===== config.mk =====
export PLATFORM = sky130hd
export DESIGN_NAME = bram_uart_loader
export DESIGN_NICKNAME = d
export VERILOG_FILES = /design/src/rtl/bram_uart_loader.sv
export SDC_FILE = /design/constraint.sdc
export NUM_CORES = 1
export LEC_CHECK = 0
export ABC_AREA = 1
export CAP_MARGIN = 20
export CORE_MARGIN = 3
export CORE_UTILIZATION = 50
export DETAILED_ROUTE_END_ITERATION = 10
export GPL_TIMING_DRIVEN = 0
export PLACE_DENSITY = 0.75
export SETUP_SLACK_MARGIN = 0.15
export SLEW_MARGIN = 20
export SYNTH_ARGS = -nofsm -noshare
export SYNTH_HDL_FRONTEND = slang
export SYNTH_SLANG_ARGS = --single-unit

===== constraint.sdc =====
create_clock -name clk -period 3.3 [get_ports clk]
set_input_delay 0.33 -clock clk [delete_from_list [all_inputs] [get_ports clk]]
set_output_delay 0.33 -clock clk [all_outputs]
set_load 0.02 [all_outputs]

===== src/rtl/bram_uart_loader.sv =====
// Boot loader: takes a UART byte stream (4-byte little-endian length, then payload)
// and writes it little-endian into byte-enabled BRAM words from address 0 upward.
module bram_uart_loader #(
    parameter  int AddressBitWidth = 16,
    parameter  int DataBitWidth    = 32,
    localparam int ColumnCount     = DataBitWidth / 8
) (
    input  logic                       clk,
    input  logic                       rst_n,
    input  logic                       start,
    input  logic [7:0]                 rx_data,
    input  logic                       rx_valid,
    output logic [ColumnCount-1:0]     write_enable,
    output logic [AddressBitWidth-1:0] address,
    output logic [DataBitWidth-1:0]    data_out,
    output logic                       busy,
    output logic                       done,
    output logic                       error
);

    localparam int LaneBits = (ColumnCount > 1) ? $clog2(ColumnCount) : 1;
    // Capacity in bytes, held at 33 bits so a full 32-bit length never overflows the compare.
    localparam logic [32:0] Capacity = 33'(ColumnCount) << AddressBitWidth;

    typedef enum logic [1:0] {IDLE, HEADER, DATA, DONE} state_t;

    state_t                     r_state;
    state_t                     w_state_next;
    logic [31:0]                r_len;
    logic [31:0]                r_cnt;
    logic [LaneBits-1:0]        r_lane;
    logic [ColumnCount-1:0]     r_fill;
    logic [DataBitWidth-1:0]    r_word;
    logic [AddressBitWidth-1:0] r_word_idx;
    logic                       r_last;

    logic [31:0]                w_len_hdr;
    logic                       w_len_over;
    logic                       w_hdr_byte;
    logic                       w_hdr_end;
    logic                       w_start_load;
    logic                       w_accept;
    logic                       w_is_last;
    logic                       w_issue;
    logic [DataBitWidth-1:0]    w_word_new;
    logic [ColumnCount-1:0]     w_fill_new;

    // Header bytes shift in from the top so byte 0 ends up in bits [7:0].
    assign w_len_hdr    = {rx_data, r_len[31:8]};
    assign w_len_over   = {1'b0, w_len_hdr} > Capacity;
    assign w_hdr_byte   = (r_state == HEADER) && rx_valid;
    assign w_hdr_end    = w_hdr_byte && (r_cnt[1:0] == 2'd3);
    assign w_start_load = ((r_state == IDLE) || (r_state == DONE)) && start;
    assign w_accept     = (r_state == DATA) && rx_valid && !r_last;
    assign w_is_last    = (32'(r_cnt + 32'd1) == r_len);
    assign w_issue      = w_accept && ((r_lane == LaneBits'(ColumnCount - 1)) || w_is_last);

    genvar gi;
    generate
        for (gi = 0; gi < ColumnCount; gi++) begin : g_lane
            assign w_word_new[gi*8 +: 8] = (r_lane == LaneBits'(gi)) ? rx_data : r_word[gi*8 +: 8];
            assign w_fill_new[gi]        = r_fill[gi] | (r_lane == LaneBits'(gi));
        end
    endgenerate

    always_comb begin
        w_state_next = r_state;
        case (r_state)
            IDLE:    if (start) w_state_next = HEADER;
            HEADER:  if (w_hdr_end) w_state_next = ((w_len_hdr == 32'd0) || w_len_over) ? DONE : DATA;
            DATA:    if (r_last) w_state_next = DONE;
            DONE:    if (start) w_state_next = HEADER;
            default: w_state_next = IDLE;
        endcase
    end

    always_ff @(posedge clk or negedge rst_n) begin
        if (!rst_n) begin
            r_state      <= IDLE;
            r_len        <= '0;
            r_cnt        <= '0;
            r_lane       <= '0;
            r_fill       <= '0;
            r_word       <= '0;
            r_word_idx   <= '0;
            r_last       <= 1'b0;
            write_enable <= '0;
            address      <= '0;
            data_out     <= '0;
            busy         <= 1'b0;
            done         <= 1'b0;
            error        <= 1'b0;
        end else begin
            r_state      <= w_state_next;
            busy         <= (w_state_next == HEADER) || (w_state_next == DATA);
            done         <= (w_state_next == DONE);
            write_enable <= '0;

            if (w_start_load) begin
                r_len      <= '0;
                r_cnt      <= '0;
                r_lane     <= '0;
                r_fill     <= '0;
                r_word     <= '0;
                r_word_idx <= '0;
                r_last     <= 1'b0;
                address    <= '0;
                error      <= 1'b0;
            end

            if (w_hdr_byte) begin
                r_len <= w_len_hdr;
                r_cnt <= w_hdr_end ? 32'd0 : 32'(r_cnt + 32'd1);
                if (w_hdr_end) error <= w_len_over;
            end

            if (w_accept) begin
                r_cnt <= 32'(r_cnt + 32'd1);
                if (w_is_last) r_last <= 1'b1;
                if (w_issue) begin
                    write_enable <= w_fill_new;
                    data_out     <= w_word_new;
                    address      <= r_word_idx;
                    r_word_idx   <= r_word_idx + 1'b1;
                    r_word       <= '0;
                    r_fill       <= '0;
                    r_lane       <= '0;
                end else begin
                    r_word <= w_word_new;
                    r_fill <= w_fill_new;
                    r_lane <= r_lane + 1'b1;
                end
            end
        end
    end

endmodule


Yosys cells after proc, flatten, opt, wreduce, memory -nomap -nowiden
Cells that the tools add are included.
Word-level totals
  bits in registers: 176
  bits of input ports: 12
  output and inout bits: 55
  logic and storage cells: 88
Cells by class
  $add $sub $neg: 3
  order comparisons: 1
  eq/ne operators: 11
  mux-type cells: 36
  bitwise logic cells: 4
  reduce and logical (&&, ||, !) cells: 19
Operator list (count)
  32-bit two-way mux: 7
  16-bit two-way mux: 6
  32-bit by 1-bit adder with 32-bit output, second input constant: 1
  32-bit equality test: 1
  32-bit by 19-bit greater-than comparator with 1-bit output, second input constant: 1
  32-bit logical NOT: 1
  8-bit two-way mux: 4
  4-bit two-way mux: 5
  16-bit by 1-bit adder with 16-bit output, second input constant: 1
  2-bit equality test, second input constant: 7
  2-bit two-way mux: 6
  1-bit two-way mux: 7
  2-bit by 1-bit equality test with 1-bit output, second input constant: 3
  1-bit logical AND: 6
  2-bit case mux with 3 select lines: 1
  2-bit logical NOT: 2
  1-bit logical OR: 4
  1-bit bitwise OR: 4
  2-bit nonzero test: 2
  3-bit nonzero test: 1
  2-bit by 1-bit adder with 2-bit output, second input constant: 1
  2-bit AND reduction: 1
  2-bit OR reduction: 1
  1-bit logical NOT: 1

Logic depth before layout (Yosys ltp)
  depth after elaboration: 7
  depth in mapped cells: 19
  gate-level depth less buffers: 18

Worst setup path before layout
Ideal clock, no wire load.
  path kind: register to register
  from: register r_cnt[0]
  to: register data_out[10]
  library setup time: 117 ps
  arrival: 2225 ps
  data required time: 3183 ps
  setup slack: 958 ps
  stages on the path, launching flop included: 20
  path buffers: 1
  period minus slack after synthesis: 2342 ps
  path through: dfrtp_1 -> ha_1 -> nand2_1 -> nor2_2 -> nand2_1 -> nor2_4 -> nand2_1 -> nand2_1 -> nand2_1 -> nand2_1 -> nand2_1 -> nor2_1 -> nand2_1 -> nor2_2 -> nand3_2 -> nand2_2 -> nand2_2 -> buf_2 -> nand2_1 -> nand2_1
On the way
  longest elaborated chain between the ends: 5
Ends and longest elaborated chain
  from (decl): line 30  | logic [31:0] r_cnt;
  from (signal assigned): line 113  | r_cnt <= w_hdr_end ? 32'd0 : 32'(r_cnt + 32'd1);
  from (signal assigned): line 118  | r_cnt <= 32'(r_cnt + 32'd1);
  32-bit by 1-bit adder with 32-bit output: line 55  | assign w_is_last = (32'(r_cnt + 32'd1) == r_len);
  32-bit equality test: line 55
  1-bit logical OR: line 56  | assign w_issue = w_accept && ((r_lane == LaneBits'(ColumnCount - 1)) || w_is_last);
  1-bit logical AND: line 56
  2-bit AND reduction (no line)
  to (signal assigned): line 122  | data_out <= w_word_new;
  to (decl): line 15  | output logic [DataBitWidth-1:0] data_out,
No other way between the ends.
A chain may end at the register's enable or synchronous reset.

Worst setup path after layout
  from: register r_cnt[0]
  to: register r_word_idx[14]
On the way
  longest elaborated chain between the ends: 6
Ends and longest elaborated chain
  32-bit by 1-bit adder with 32-bit output: line 55
  32-bit equality test: line 55
  1-bit logical OR: line 56
  1-bit logical AND: line 56
  16-bit two-way mux: line 120  | if (w_issue) begin
  16-bit two-way mux: line 117  | if (w_accept) begin
  to (signal assigned): line 124  | r_word_idx <= r_word_idx + 1'b1;
  to (decl): line 34  | logic [AddressBitWidth-1:0] r_word_idx;
No other way between the ends.

==> impl_metrics.yaml <==
status:
  status: "finished clean"
sta:
  timing.hold.ws_ns: 0.473
  period_share_pct: 89.5
  rsz0062_at_grt: "no"
  drv_slew: 0
  max_slew_margin_pct: 53.4
  finClkSkew_ns: 0.0185
  fin_crit_ns: 2.95
  tightest_slew_ns: 0.699
  setup_viol: 0
  clock.fmax_mhz: 339
  hold_viol: 0
logic_synthesis:
  async_reset_ff_share_pct: 100
  ys_ff_latch: 176
  ys.warnings.count: 0
  synth.largest_area_cell: "dfrtp_1"
  yosysSeqAreaShare_pct: 47.0
  yosys-top-cells-area: "dfrtp_1, nand2_1, nand3_1"
  syn-num-nets: 1299
  avgSynthCellArea_um2: 7.34
  yosysTopAreaCellShare_pct: 47.0
  ys.flop_type: "dfrtp_1"
  synth_area_um2: 9380
  netlist_instances: 1277
  synth_cell_type_count: 26
  synth_edf_count: 0
place:
  dpl.hpwl_um: 18200
  port_buffers: 66
  gp_congestion: 0.934
cts:
  root_buffer: "clkbuf_16"
  clk_latency_ns: 0.45
  clock_sinks: 176
  cts_max_path_buffers: 2
  path_clk_slew_ns: 0.08
  ctsHtreeMaxLevel: 4
  cts_tree: "built"
  cts-buffers-inserted: 17
critical_path:
  startpoint_type: "flip-flop"
  critPathKind: "reg -> reg"
  critPathMaxFanout: 10
  worstPathArrival_ns: 3.28
  cpPeakStageDelay_ns: 0.41
  required_ns: 3.63
  worstSetupEndpointType: "flip-flop"
  cpMostUsedCell: "nand2_1"
  cp_cell_sequence: "ha_2 -> nand2_1 -> nor2_4 -> nand3_1 -> inv_1 -> nand2_1 -> nand2_1 -> nand2_1 -> nand2_1 -> nand2_1 -> nor2_1 -> nand2_1 -> nor2_1 -> nand3_2 -> nand2_2 -> nand2_4 -> buf_4 -> nand2_1 -> nand2_1"
  slowest_stage: "dfrtp_1"
drt:
  drt_iter0_drc: 799
  dr.pass1.iters: 7
  drc: 0
  wl_um: 26300
  detail-route-antenna-nets: 0
  vias: 8912
  wl_per_cell_um: 16.3
  avgViaCountPerCell: 5.54
cells_and_area:
  antenna_cells: 0
  drive_gt1_share_pct: 5.50
  syn_to_final_growth_pct: 17.5
  finalNetCount: 1390
power:
  power_density_nw_per_um2: 715
  total_power_mw: 7.88
  vdd_drop_max_uv: 510
  leakage_nw: 5.11
floorplanning:
  rows: 49
  fp.dieW_um: 143
  initial_utilization_pct: 51.5
  die_h_um: 143
  io_pins: 67
  dieArea_um2: 20400
  coreArea_um2: 18200
global_routing:
  grt_pass1_wl_um: 43100
  grt-ovfl-total: 0
  grt_max_degree: 92
  grt_pass1_vias: 8589
  grt_usage_pct: 26.5
  antenna_found_initial: 0
worst_hold_path:
  hp-class: "reg -> reg"
job:
  max_cap_viol_count: 0
-- power by group --
| group | switching (mW) | internal (mW) | total [mW] | leakage, nW |
|---|---|---|---|---|
| combinational | 2.09 | 0.981 | 3.07 | 2.40 |
| clock | 0.994 | 1.03 | 2.02 | 0.282 |
| sequential | 0.223 | 2.56 | 2.78 | 2.42 |
| total | 3.31 | 4.57 | 7.88 | 5.11 |
-- kinds of logic (layout without fill, tap and decap cells) --
group,after synthesis,count (layout),share of synthesized area [%]
AND/OR/NAND/NOR,715,715,31.9
buffers and inverters,204,308,8.87
flip-flops,176,176,47.0
AO/OA/AOI/OAI,153,153,9.18
XOR/XNOR,19,19,1.77
adder cells (fa/ha/maj),10,10,1.33
-- cells in the final DEF, fill, tap and decap left out, drive strengths merged --
cell type      synthesis  routed
a21oi                  8       8
nor3                   7       7
buf                   17      22
dfrtp                176     176
xor2                  19      19
clkbuf                32      51
clkinv                 3       8
ha                    10      10
nand2                421     421
a32o                   1       1
clkdlybuf4s50          0      65
nand3                171     171
nor4                   4       4
dlygate4sd3            0       1
nand4                  7       7
nor2                 105     105
a31o                   1       1
clkinvlp               0       2
a31oi                  1       1
inv                  152     159
o22ai                 68      68
o21ai                 74      74
-- stage by stage --
step                      TNS [ns]  cells  util [%]  setup WS (ns)  cell area, um^2
after floorplan                  0   1277         -          0.958             9380
after global placement     -971.31   1572      56.7          -5.54            10300
after detailed placement         0   1573      56.9         0.0310            10400
after CTS                        0   1606      60.2          0.150            11000
after global routing             0   1610      60.5          0.130            11000
final                            0   1610      60.5          0.347            11000
-- metal layers --
metal  up-vias  global-route usage, %  wire length, um
met4         0                   9.40              724
met3        52                   4.82             1870
met1      4219                   36.2            11300
met5         -                      0                0
met2       340                   42.5            12300
li1       4301                      -                -
-- registers in the layout, indices dropped and copies added (netlist names), 2 cells and up --
signal	cells
address	16
r_word_idx	16
r_len	32
data_out	32
r_word	32
r_fill	4
write_enable	4
r_cnt	32
r_state	2
r_lane	2
-- Yosys cell counts (6+ instances only) --
cell,n
nor2_1,98
xor2_1,19
nor3_1,7
o21ai_0,74
a21oi_1,8
nand2_1,419
inv_1,151
ha_1,10
buf_2,8
buf_6,6
o22ai_1,68
nand3_1,169
clkbuf_1,32
nand4_1,7
dfrtp_1,176
-- path summary, 6_finish.rpt --
| path | from | slack [ns] | cells after the start | end |
|---|---|---|---|---|
| worst max-delay path | r_cnt[0] | 0.35 | 19 | r_word_idx[14] |
| worst min-delay path | data_out[14] | 0.47 | 2 | data_out[14] |
| worst max register to register | r_cnt[0] | 0.35 | 19 | r_word_idx[14] |
| worst min register to register | data_out[14] | 0.47 | 2 | data_out[14] |
| max in group asynchronous | rst_n | 1.91 | 3 | data_out[26] |
| min in group asynchronous | rst_n | 0.51 | 2 | r_len[7] |
-- critical path: cells and delay by family (launching register included) --
kind,cells,cell delay (ns)
fa+ha+maj,1,0.25
simple gates,16,1.78
buf+inv,2,0.39
flops,1,0.41
-- layout make-up --
cell class / instances / area, um^2
Fill cell: 1578 / 7190
Tap cell: 229 / 287
Timing Repair Buffer: 72 / 733
Inverter: 155 / 582
Clock inverter: 14 / 144
Multi-Input combinational cell: 897 / 4170
Clock buffer: 18 / 439
Buffer: 49 / 258
Sequential cell: 176 / 4400
-- timing repair --
item,CTS,global route
pin swaps,1,2
setup buffers,0,4
hold endpoints to repair,90,0
resized for setup,2,14
setup endpoints to repair,60,110
hold buffers,1,0
cloned,0,0
(Power assumes the default switching activity.)
